`src/rtl/alu_seq_if.sv`:
```
// Request/response bundle for alu_seq: operand handshake in, result handshake out.
interface alu_seq_if #(parameter int W = 8);
    logic         in_valid;
    logic         in_ready;
    logic [W-1:0] a;
    logic [W-1:0] b;
    logic [2:0]   s;
    logic         out_valid;
    logic         out_ready;
    logic [W-1:0] out;
    logic         z;
    logic         n;
    logic         c;
    logic         v;

    modport master (
        output in_valid, a, b, s, out_ready,
        input  in_ready, out_valid, out, z, n, c, v
    );

    modport slave (
        input  in_valid, a, b, s, out_ready,
        output in_ready, out_valid, out, z, n, c, v
    );
endinterface

```
`src/rtl/alu_seq.sv`:
```
// Sequential ALU: single-cycle arithmetic/logic ops, bit-serial shifts, registered result + flags.
// Optional macro ALU_SEQ_SAT_EN: saturate ADD/SUB on signed overflow instead of wrapping.
module alu_seq #(
    parameter int W   = 8,
    parameter int SHW = $clog2(W)
) (
    input  logic   clk,
    input  logic   rst_n,
    alu_seq_if.slave bus
);
    localparam logic [2:0] OP_ADD = 3'b000;
    localparam logic [2:0] OP_SUB = 3'b001;
    localparam logic [2:0] OP_AND = 3'b010;
    localparam logic [2:0] OP_OR  = 3'b011;
    localparam logic [2:0] OP_XOR = 3'b100;
    localparam logic [2:0] OP_NOT = 3'b101;

    typedef enum logic [1:0] {IDLE, SHIFT, DONE} state_t;

    state_t         state, state_nxt;
    logic [2:0]     op_q;
    logic [W-1:0]   sh_q;
    logic [SHW-1:0] cnt_q;
    logic [W-1:0]   out_q;
    logic           z_q, n_q, c_q, v_q;

    logic           accept;
    logic           is_shift;
    logic           go_shift;
    logic [SHW-1:0] k;
    logic [W:0]     sum, diff;
    logic [W-1:0]   res;
    logic           res_c, res_v;
    logic [W-1:0]   sh_nxt;
    logic           sh_bit;
    logic           last_shift;

    assign accept     = bus.in_valid && (state == IDLE);
    assign is_shift   = (bus.s[2:1] == 2'b11);
    assign k          = bus.b[SHW-1:0];
    assign go_shift   = is_shift && (k != '0);
    assign last_shift = (cnt_q == SHW'(1));

    // op_q[0] distinguishes SHR (1) from SHL (0)
    assign sh_nxt = op_q[0] ? (sh_q >> 1) : (sh_q << 1);
    assign sh_bit = op_q[0] ? sh_q[0] : sh_q[W-1];

    always_comb begin
        sum   = {1'b0, bus.a} + {1'b0, bus.b};
        diff  = {1'b0, bus.a} - {1'b0, bus.b};
        res   = bus.a;
        res_c = 1'b0;
        res_v = 1'b0;
        case (bus.s)
            OP_ADD: begin
                res   = sum[W-1:0];
                res_c = sum[W];
                res_v = (bus.a[W-1] == bus.b[W-1]) && (sum[W-1] != bus.a[W-1]);
            end
            OP_SUB: begin
                res   = diff[W-1:0];
                res_c = diff[W];
                res_v = (bus.a[W-1] != bus.b[W-1]) && (diff[W-1] != bus.a[W-1]);
            end
            OP_AND:  res = bus.a & bus.b;
            OP_OR:   res = bus.a | bus.b;
            OP_XOR:  res = bus.a ^ bus.b;
            OP_NOT:  res = ~bus.a;
            default: res = bus.a;   // zero-length shift passes a through
        endcase
`ifdef ALU_SEQ_SAT_EN
        // Overflow flips the sign bit, so a wrapped negative means the true result was positive.
        if (res_v)
            res = res[W-1] ? {1'b0, {(W-1){1'b1}}} : {1'b1, {(W-1){1'b0}}};
`endif
    end

    always_ff @(posedge clk or negedge rst_n) begin
        if (!rst_n) state <= IDLE;
        else        state <= state_nxt;
    end

    always_comb begin
        state_nxt = state;
        case (state)
            IDLE:    if (bus.in_valid) state_nxt = go_shift ? SHIFT : DONE;
            SHIFT:   if (last_shift)   state_nxt = DONE;
            DONE:    if (bus.out_ready) state_nxt = IDLE;
            default: state_nxt = IDLE;
        endcase
    end

    always_ff @(posedge clk or negedge rst_n) begin
        if (!rst_n) begin
            op_q  <= '0;
            sh_q  <= '0;
            cnt_q <= '0;
            out_q <= '0;
            z_q   <= 1'b0;
            n_q   <= 1'b0;
            c_q   <= 1'b0;
            v_q   <= 1'b0;
        end else if (accept) begin
            op_q  <= bus.s;
            sh_q  <= bus.a;
            cnt_q <= k;
            if (!go_shift) begin
                out_q <= res;
                z_q   <= (res == '0);
                n_q   <= res[W-1];
                c_q   <= res_c;
                v_q   <= res_v;
            end
        end else if (state == SHIFT) begin
            sh_q  <= sh_nxt;
            cnt_q <= cnt_q - SHW'(1);
            if (last_shift) begin
                out_q <= sh_nxt;
                z_q   <= (sh_nxt == '0);
                n_q   <= sh_nxt[W-1];
                c_q   <= sh_bit;
                v_q   <= 1'b0;
            end
        end
    end

    assign bus.in_ready  = (state == IDLE);
    assign bus.out_valid = (state == DONE);
    assign bus.out       = out_q;
    assign bus.z         = z_q;
    assign bus.n         = n_q;
    assign bus.c         = c_q;
    assign bus.v         = v_q;
endmodule

```
`src/flat_wrapper.sv`:
```
// flat-port wrapper written by rule: the top's interface ports become plain ports
module alu_seq_flat 
#(
    parameter int W   = 8,
    parameter int SHW = $clog2(W)
)
  (clk, rst_n, bus_in_valid, bus_a, bus_b, bus_s, bus_out_ready, bus_in_ready, bus_out_valid, bus_out, bus_z, bus_n, bus_c, bus_v);
  alu_seq_if #(.W(W)) bus_i ();
  input  logic clk;
  input  logic rst_n;
  input wire logic [$bits(bus_i.in_valid)-1:0] bus_in_valid;
  input wire logic [$bits(bus_i.a)-1:0] bus_a;
  input wire logic [$bits(bus_i.b)-1:0] bus_b;
  input wire logic [$bits(bus_i.s)-1:0] bus_s;
  input wire logic [$bits(bus_i.out_ready)-1:0] bus_out_ready;
  output wire logic [$bits(bus_i.in_ready)-1:0] bus_in_ready;
  output wire logic [$bits(bus_i.out_valid)-1:0] bus_out_valid;
  output wire logic [$bits(bus_i.out)-1:0] bus_out;
  output wire logic [$bits(bus_i.z)-1:0] bus_z;
  output wire logic [$bits(bus_i.n)-1:0] bus_n;
  output wire logic [$bits(bus_i.c)-1:0] bus_c;
  output wire logic [$bits(bus_i.v)-1:0] bus_v;
  assign bus_i.in_valid = bus_in_valid;
  assign bus_i.a = bus_a;
  assign bus_i.b = bus_b;
  assign bus_i.s = bus_s;
  assign bus_i.out_ready = bus_out_ready;
  assign bus_in_ready = bus_i.in_ready;
  assign bus_out_valid = bus_i.out_valid;
  assign bus_out = bus_i.out;
  assign bus_z = bus_i.z;
  assign bus_n = bus_i.n;
  assign bus_c = bus_i.c;
  assign bus_v = bus_i.v;
  alu_seq #(.W(W), .SHW(SHW)) u_core (.clk(clk), .rst_n(rst_n), .bus(bus_i));
endmodule
```
`config.mk`:
```
export PLATFORM = sky130hd
export DESIGN_NAME = alu_seq_flat
export DESIGN_NICKNAME = d
export VERILOG_FILES = /design/src/rtl/alu_seq_if.sv /design/src/rtl/alu_seq.sv /design/src/flat_wrapper.sv
export SDC_FILE = /design/constraint.sdc
export NUM_CORES = 1
export LEC_CHECK = 0
export CORE_MARGIN = 3
export CORE_UTILIZATION = 55
export DETAILED_ROUTE_END_ITERATION = 6
export GPL_TIMING_DRIVEN = 0
export PLACE_DENSITY = 0.91
export SLEW_MARGIN = 15
export SYNTH_ARGS = -nofsm -noshare
export SYNTH_HDL_FRONTEND = slang
export SYNTH_SLANG_ARGS = --single-unit
```
`constraint.sdc`:
```
create_clock -name clk -period 2.2 [get_ports clk]
set_input_delay 0.44 -clock clk [delete_from_list [all_inputs] [get_ports clk]]
set_output_delay 0.44 -clock clk [all_outputs]
set_load 0.03 [all_outputs]
```
Word level (Yosys, flattened, before mapping)

Cells that the tools add are included.
Widths: inputs -> output; s select.

Bits in registers: 26
Output and inout port bits: 14
Logic and storage cells: 80

$add $sub $neg: 3
Eq/ne operators: 17
Multiplexer cells: 34
Bitwise logic cells: 4
Reduce and logical (&&, ||, !) cells: 13

Operator list:

| cell               | count |
|---|---|
| $mux 8             | 7 |
| $pmux 8 s6         | 1 |
| $mux 1             | 17 |
| $logic_not 8->1    | 2 |
| $add 8x8->9        | 1 |
| $sub 8x8->9        | 1 |
| $and 8x8->8        | 1 |
| $mux 2             | 4 |
| $not 8->8          | 1 |
| $or 8x8->8         | 1 |
| $xor 8x8->8        | 1 |
| $eq 3x1->1 const B | 2 |
| $eq 3x2->1 const B | 2 |
| $eq 3x3->1 const B | 2 |
| $mux 3             | 2 |
| $ne 2x2->1 const B | 3 |
| $pmux 2 s3         | 1 |
| $reduce_and 3->1   | 2 |
| $eq 2x2->1 const B | 2 |
| $logic_and 1x1->1  | 4 |
| $pmux 1 s2         | 2 |
| $reduce_bool 2->1  | 2 |
| $logic_not 3->1    | 1 |
| $ne 1x1->1         | 3 |
| other kinds (6)    | 6 |

Depth between registers and ports, before layout

Depth after elaboration: 6
Mapped depth: 10
Depth with buffers taken out: 10

Least setup slack after synthesis

No wires, ideal clock.

Path kind: input-to-reg
From: in bus_b[3]
To: reg u_core.z_q (netlist: u_core.bus.z)
Library setup time: 0.092 ns
Arrival time: 2.308 ns
Required time: 2.108 ns
Path slack: -0.200 ns
Stages: 10
Path buffers: 1
Path through: inv_1 ha_1 buf_2 nor3_1 or3_4 o311ai_4 o311ai_1 a311oi_2 nand4bb_1 o31ai_2

Word-level cells in the longest chain between the ends: 5
Elaborated cells on any way between the ends: 9

Ends and longest elaborated chain:

| item                                | line               | text |
|---|---|---|
| from (decl)                         | flat_wrapper.sv:13 | `input wire logic [$bits(bus_i.b)-1:0] bus_b;` |
| $sub 8x8->9 (tied with other cells) | alu_seq.sv:50      | `diff = {1'b0, bus.a} - {1'b0, bus.b};` |
| $pmux 8 s6 *                        | alu_seq.sv:54      | `case (bus.s)` |
| $logic_not 8->1 *                   | alu_seq.sv:109     | `z_q <= (res == '0);` |
| $mux 1 *                            | alu_seq.sv:107     | `if (!go_shift) begin` |
| $mux 1 *                            | alu_seq.sv:103     | `end else if (accept) begin` |
| to (signal assigned)                | alu_seq.sv:109     |  |
| to (signal assigned)                | alu_seq.sv:119     | `z_q <= (sh_nxt == '0);` |
| to (decl)                           | alu_seq.sv:25      | `logic z_q, n_q, c_q, v_q;` |

Every way passes the cells marked *; elsewhere a longest branch is shown, timed or not. The select of a mux whose other input is x is not followed.
A chain may end at the register's enable or synchronous reset.

Worst setup path after layout

From: in bus_a[0]
To: reg u_core.z_q (netlist: u_core.bus.z)

Word-level cells in the longest chain between the ends: 5
Elaborated cells on any way between the ends: 10

Ends and longest elaborated chain:

| item                                | line               | text |
|---|---|---|
| from (decl)                         | flat_wrapper.sv:12 | `input wire logic [$bits(bus_i.a)-1:0] bus_a;` |
| $sub 8x8->9 (tied with other cells) | alu_seq.sv:50      |  |
| $pmux 8 s6 *                        | alu_seq.sv:54      |  |
| $logic_not 8->1 *                   | alu_seq.sv:109     |  |
| $mux 1 *                            | alu_seq.sv:107     |  |
| $mux 1 *                            | alu_seq.sv:103     |  |

Marked as above.

==> run summary <==
status = finished, violations left
failing checks = setup timing
Slew @ Worst Pin = 0.648 ns
Post-DP Area = 3220 µm²
sw frac = 48.0%
Post-Syn Nets = 400
root buffer selected by CTS = clkbuf_8
area share of the leading cell type in the synthesized netlist = 23.1%
Final Hold Vio Count = 0
crit path buf inv count = 2
R2R setup slack = 0.08 ns
GRT Max-Usage Layer = met2
1st-pass router iterations = 6
maxcap violations = 0
number of buffers added on ports = 33
Top Ports = 37
Worst EP required = 2.39 ns
grt total ovfl = 0
P per Cell Area = 862 nW/µm²
headroom to the max-slew limit = 56.3%
WP data arrival = 2.51 ns
register area share after synthesis = 23.1%
CP endpoint kind = register
Slew Limit Fails = 0
Setup CP Type = input pin to register
initial DRC count = 354
internal power = 0.00166 W
Period minus WS final = 2.32 ns
first-pass GRT wire length = 13200 µm
post-layout worst setup margin = -0.124 ns
clock latency on the worst-skew pair = 0.28 ns
fin area = 3700 µm²
top post-synthesis cells by count = 39 x nor2_1, 32 x a21oi_1, 28 x nand2_1
share of post-route cells with drive strength above 1 = 29.1%
number of core rows = 24
Crit-path slowest cell = or3_4
Max FO, Critical Path = 4
Netlist cell types = 55
Critical Path Max Stage Delay = 0.42 ns
HPWL Detailed = 5890 µm
Tot GR Track Use = 27.5%
largest net degree at the start of global routing = 26
Worst-path clk slew = 0.10 ns
Min-Delay Path Class = input pin to async pin
Hold WS = 0.146 ns
Primary FF master, synth = dfrtp_1
EDFF count, synth = 0
met2 usage in global routing = 46.6%
Critical R2R Launch = u_core.state[0]$_DFFE_PN0P_
Synth area leaders = dfrtp_1 23%, ha_1 12%, a21oi_1 5.9%, nor2_1 5.4%, o21ai_0 5.0%
Core ar. = 4560 µm²
Final Cycle Share = 106%
CP Launch Type = input pin
Remaining DRCs = 0
Lkg Pwr = 1.58 nW
DIE WIDTH = 76.1 µm
Logic pwr share = 64.9%
unrepaired setup endpoints after global routing = yes
Final Skew = 0.0145 ns
critical path, cell by cell = buf_12, clkinv_8, ha_4, fa_2, nor3_2, or3_4, nor3b_1, o31ai_1, a22oi_2, nand4bb_1, o31ai_2
synthesized instance count = 348
top-count cell post-synth = nor2_1
syn avg cell area = 7.78 µm²
die area = 5800 µm²
Ys Warns = 0
via count of the routed design = 3050
Die Ht = 76.1 µm
CTS tree = built
gpl congestion = 0.955
mapped cell area = 2710 µm²
area leader, netlist = dfrtp_1
# diodes = 0
H-tree levels = 1
met3 Usage GRT = 4.37%
clk buf depth = 2
Seq pwr share = 26.2%
Psw = 0.00153 W
Non-Filler Instances = 470
Worst R2R Path Depth = 8
initial antenna violation count = 0
NumNets Final = 458
DR vias/cell = 6.49
vias in the first global route = 2802
TritonCTS buffer count = 3
Avg WL per Cell = 18.9 µm
Synth Register Bits = 25
worst r2r dst = u_core.bus.z$_DFFE_PN0P_
Crit path max-delay family = simple AND/OR/NAND/NOR gates
Routed Antenna Nets = 0
worst vdd ir = 0.000720 V
final WL = 8870 µm
Final setup viols = 2
P&R area growth vs syn = 36.6%
FMAX = 430 MHz
Clk pwr share = 8.9%
initial core utilization = 59.3%
Inst Count DP = 446
pre-CTS setup slack = -1.07 ns
Async SR Flop Fraction = 100%
Num Clock Sinks = 25
M1 GR Usage = 34.8%
hold buffers post-CTS = 0
==> state kept, by name, indices dropped and copies added, names as in the netlist <==
register	flops
u_core.bus.c	1
u_core.bus.n	1
u_core.bus.out	7
u_core.bus.v	1
u_core.bus.z	1
u_core.cnt_q	3
u_core.op_q	1
u_core.sh_q	8
u_core.state	2
==> area by class of cell <==
class | instances | area (µm²)
buffer | 20 | 104
clock buffer | 3 | 41.3
clock inverter | 1 | 5.00
fill | 304 | 868
inverter | 27 | 145
multi-input combinational | 274 | 2190
sequential | 25 | 626
tap | 65 | 81.3
timing repair buffer | 55 | 502
==> what timing repair did <==
action / in CTS / in global routing
resized for setup: 85 / 75
buffers inserted: 12 / 10
pin swaps: 16 / 25
setup endpoints to repair: 13 / 11
==> per-stage QoR <==
step                      power [W]  util, %  TNS [ns]
after detailed placement    0.00267     70.6     -8.71
after floorplan             0.00209        -    -0.114
final                       0.00319     81.0    -0.220
after global routing        0.00339     81.0    -0.507
after global placement      0.00261     70.6     -8.21
after CTS                   0.00301     75.7    -0.614
==> power groups by stage <==
stage / clock (W) / combinational, W / sequential, W
floorplan: 0 / 0.00113 / 0.000957
global placement: 0 / 0.00180 / 0.000818
detailed placement: 0 / 0.00184 / 0.000832
CTS: 0.000285 / 0.00190 / 0.000823
global route: 0.000305 / 0.00223 / 0.000861
finish: 0.000283 / 0.00207 / 0.000835
==> worst max path at each step <==
stage / depth (start not counted) / endpoint / from
floorplan: 8 / u_core.bus.z$_DFFE_PN0P_ / bus_a[0]
global placement: 10 / u_core.bus.n$_DFFE_PN0P_ / bus_b[1]
detailed placement: 11 / u_core.bus.n$_DFFE_PN0P_ / bus_a[4]
CTS: 11 / u_core.bus.z$_DFFE_PN0P_ / bus_a[0]
global route: 11 / u_core.bus.z$_DFFE_PN0P_ / bus_a[0]
finish: 11 / u_core.bus.z$_DFFE_PN0P_ / bus_a[0]
==> routing by layer <==
metal  share of wire (%)  wire, µm
met1                  39      3430
met4                 4.6       408
met5                   0         0
met3                 8.0       709
met2                  49      4330
==> worst register-to-register path: stages (launching register included) <==
cell and delay [ns]:
dfrtp_1 0.37, clkbuf_1 0.18, nand2b_1 0.24, a211o_1 0.29, a21oi_1 0.10, o21ai_0 0.17
nor4b_2 0.31, nand4bb_1 0.16, o31ai_2 0.23
==> placed cells by master (no fill, tap or decap), types with 3 or more instances in the layout <==
master           count
nor2_1              37
a21oi_1             31
nand2_1             28
dfrtp_1             25
buf_4               24
o21ai_0             21
inv_1               15
ha_1                15
clkdlybuf4s50_1     14
clkbuf_2            10
nor2b_1             10
ha_4                10
mux2i_1              8
buf_2                7
a22oi_1              7
o211ai_1             7
nand3_1              6
nand2b_1             5
nor3_1               5
buf_6                5
clkbuf_1             4
inv_4                4
inv_2                4
mux2_2               4
o22a_1               4
o21ai_1              4
or3_1                3
a21o_1               3
a31oi_1              3
xnor2_1              3
clkbuf_8             3
==> cells by family (layout without fill, tap and decap cells) <==
kind of cell / after synthesis / after routing / share of synthesized area, %
compound gates: 112 / 112 / 27.2
mux: 15 / 15 / 6.29
fa+ha+maj: 29 / 29 / 14.0
flops: 25 / 25 / 23.1
xor+xnor: 5 / 5 / 1.62
simple gates: 113 / 113 / 20.3
buf+inv: 49 / 106 / 7.49
Note: power is estimated with default switching activity, not from simulation.
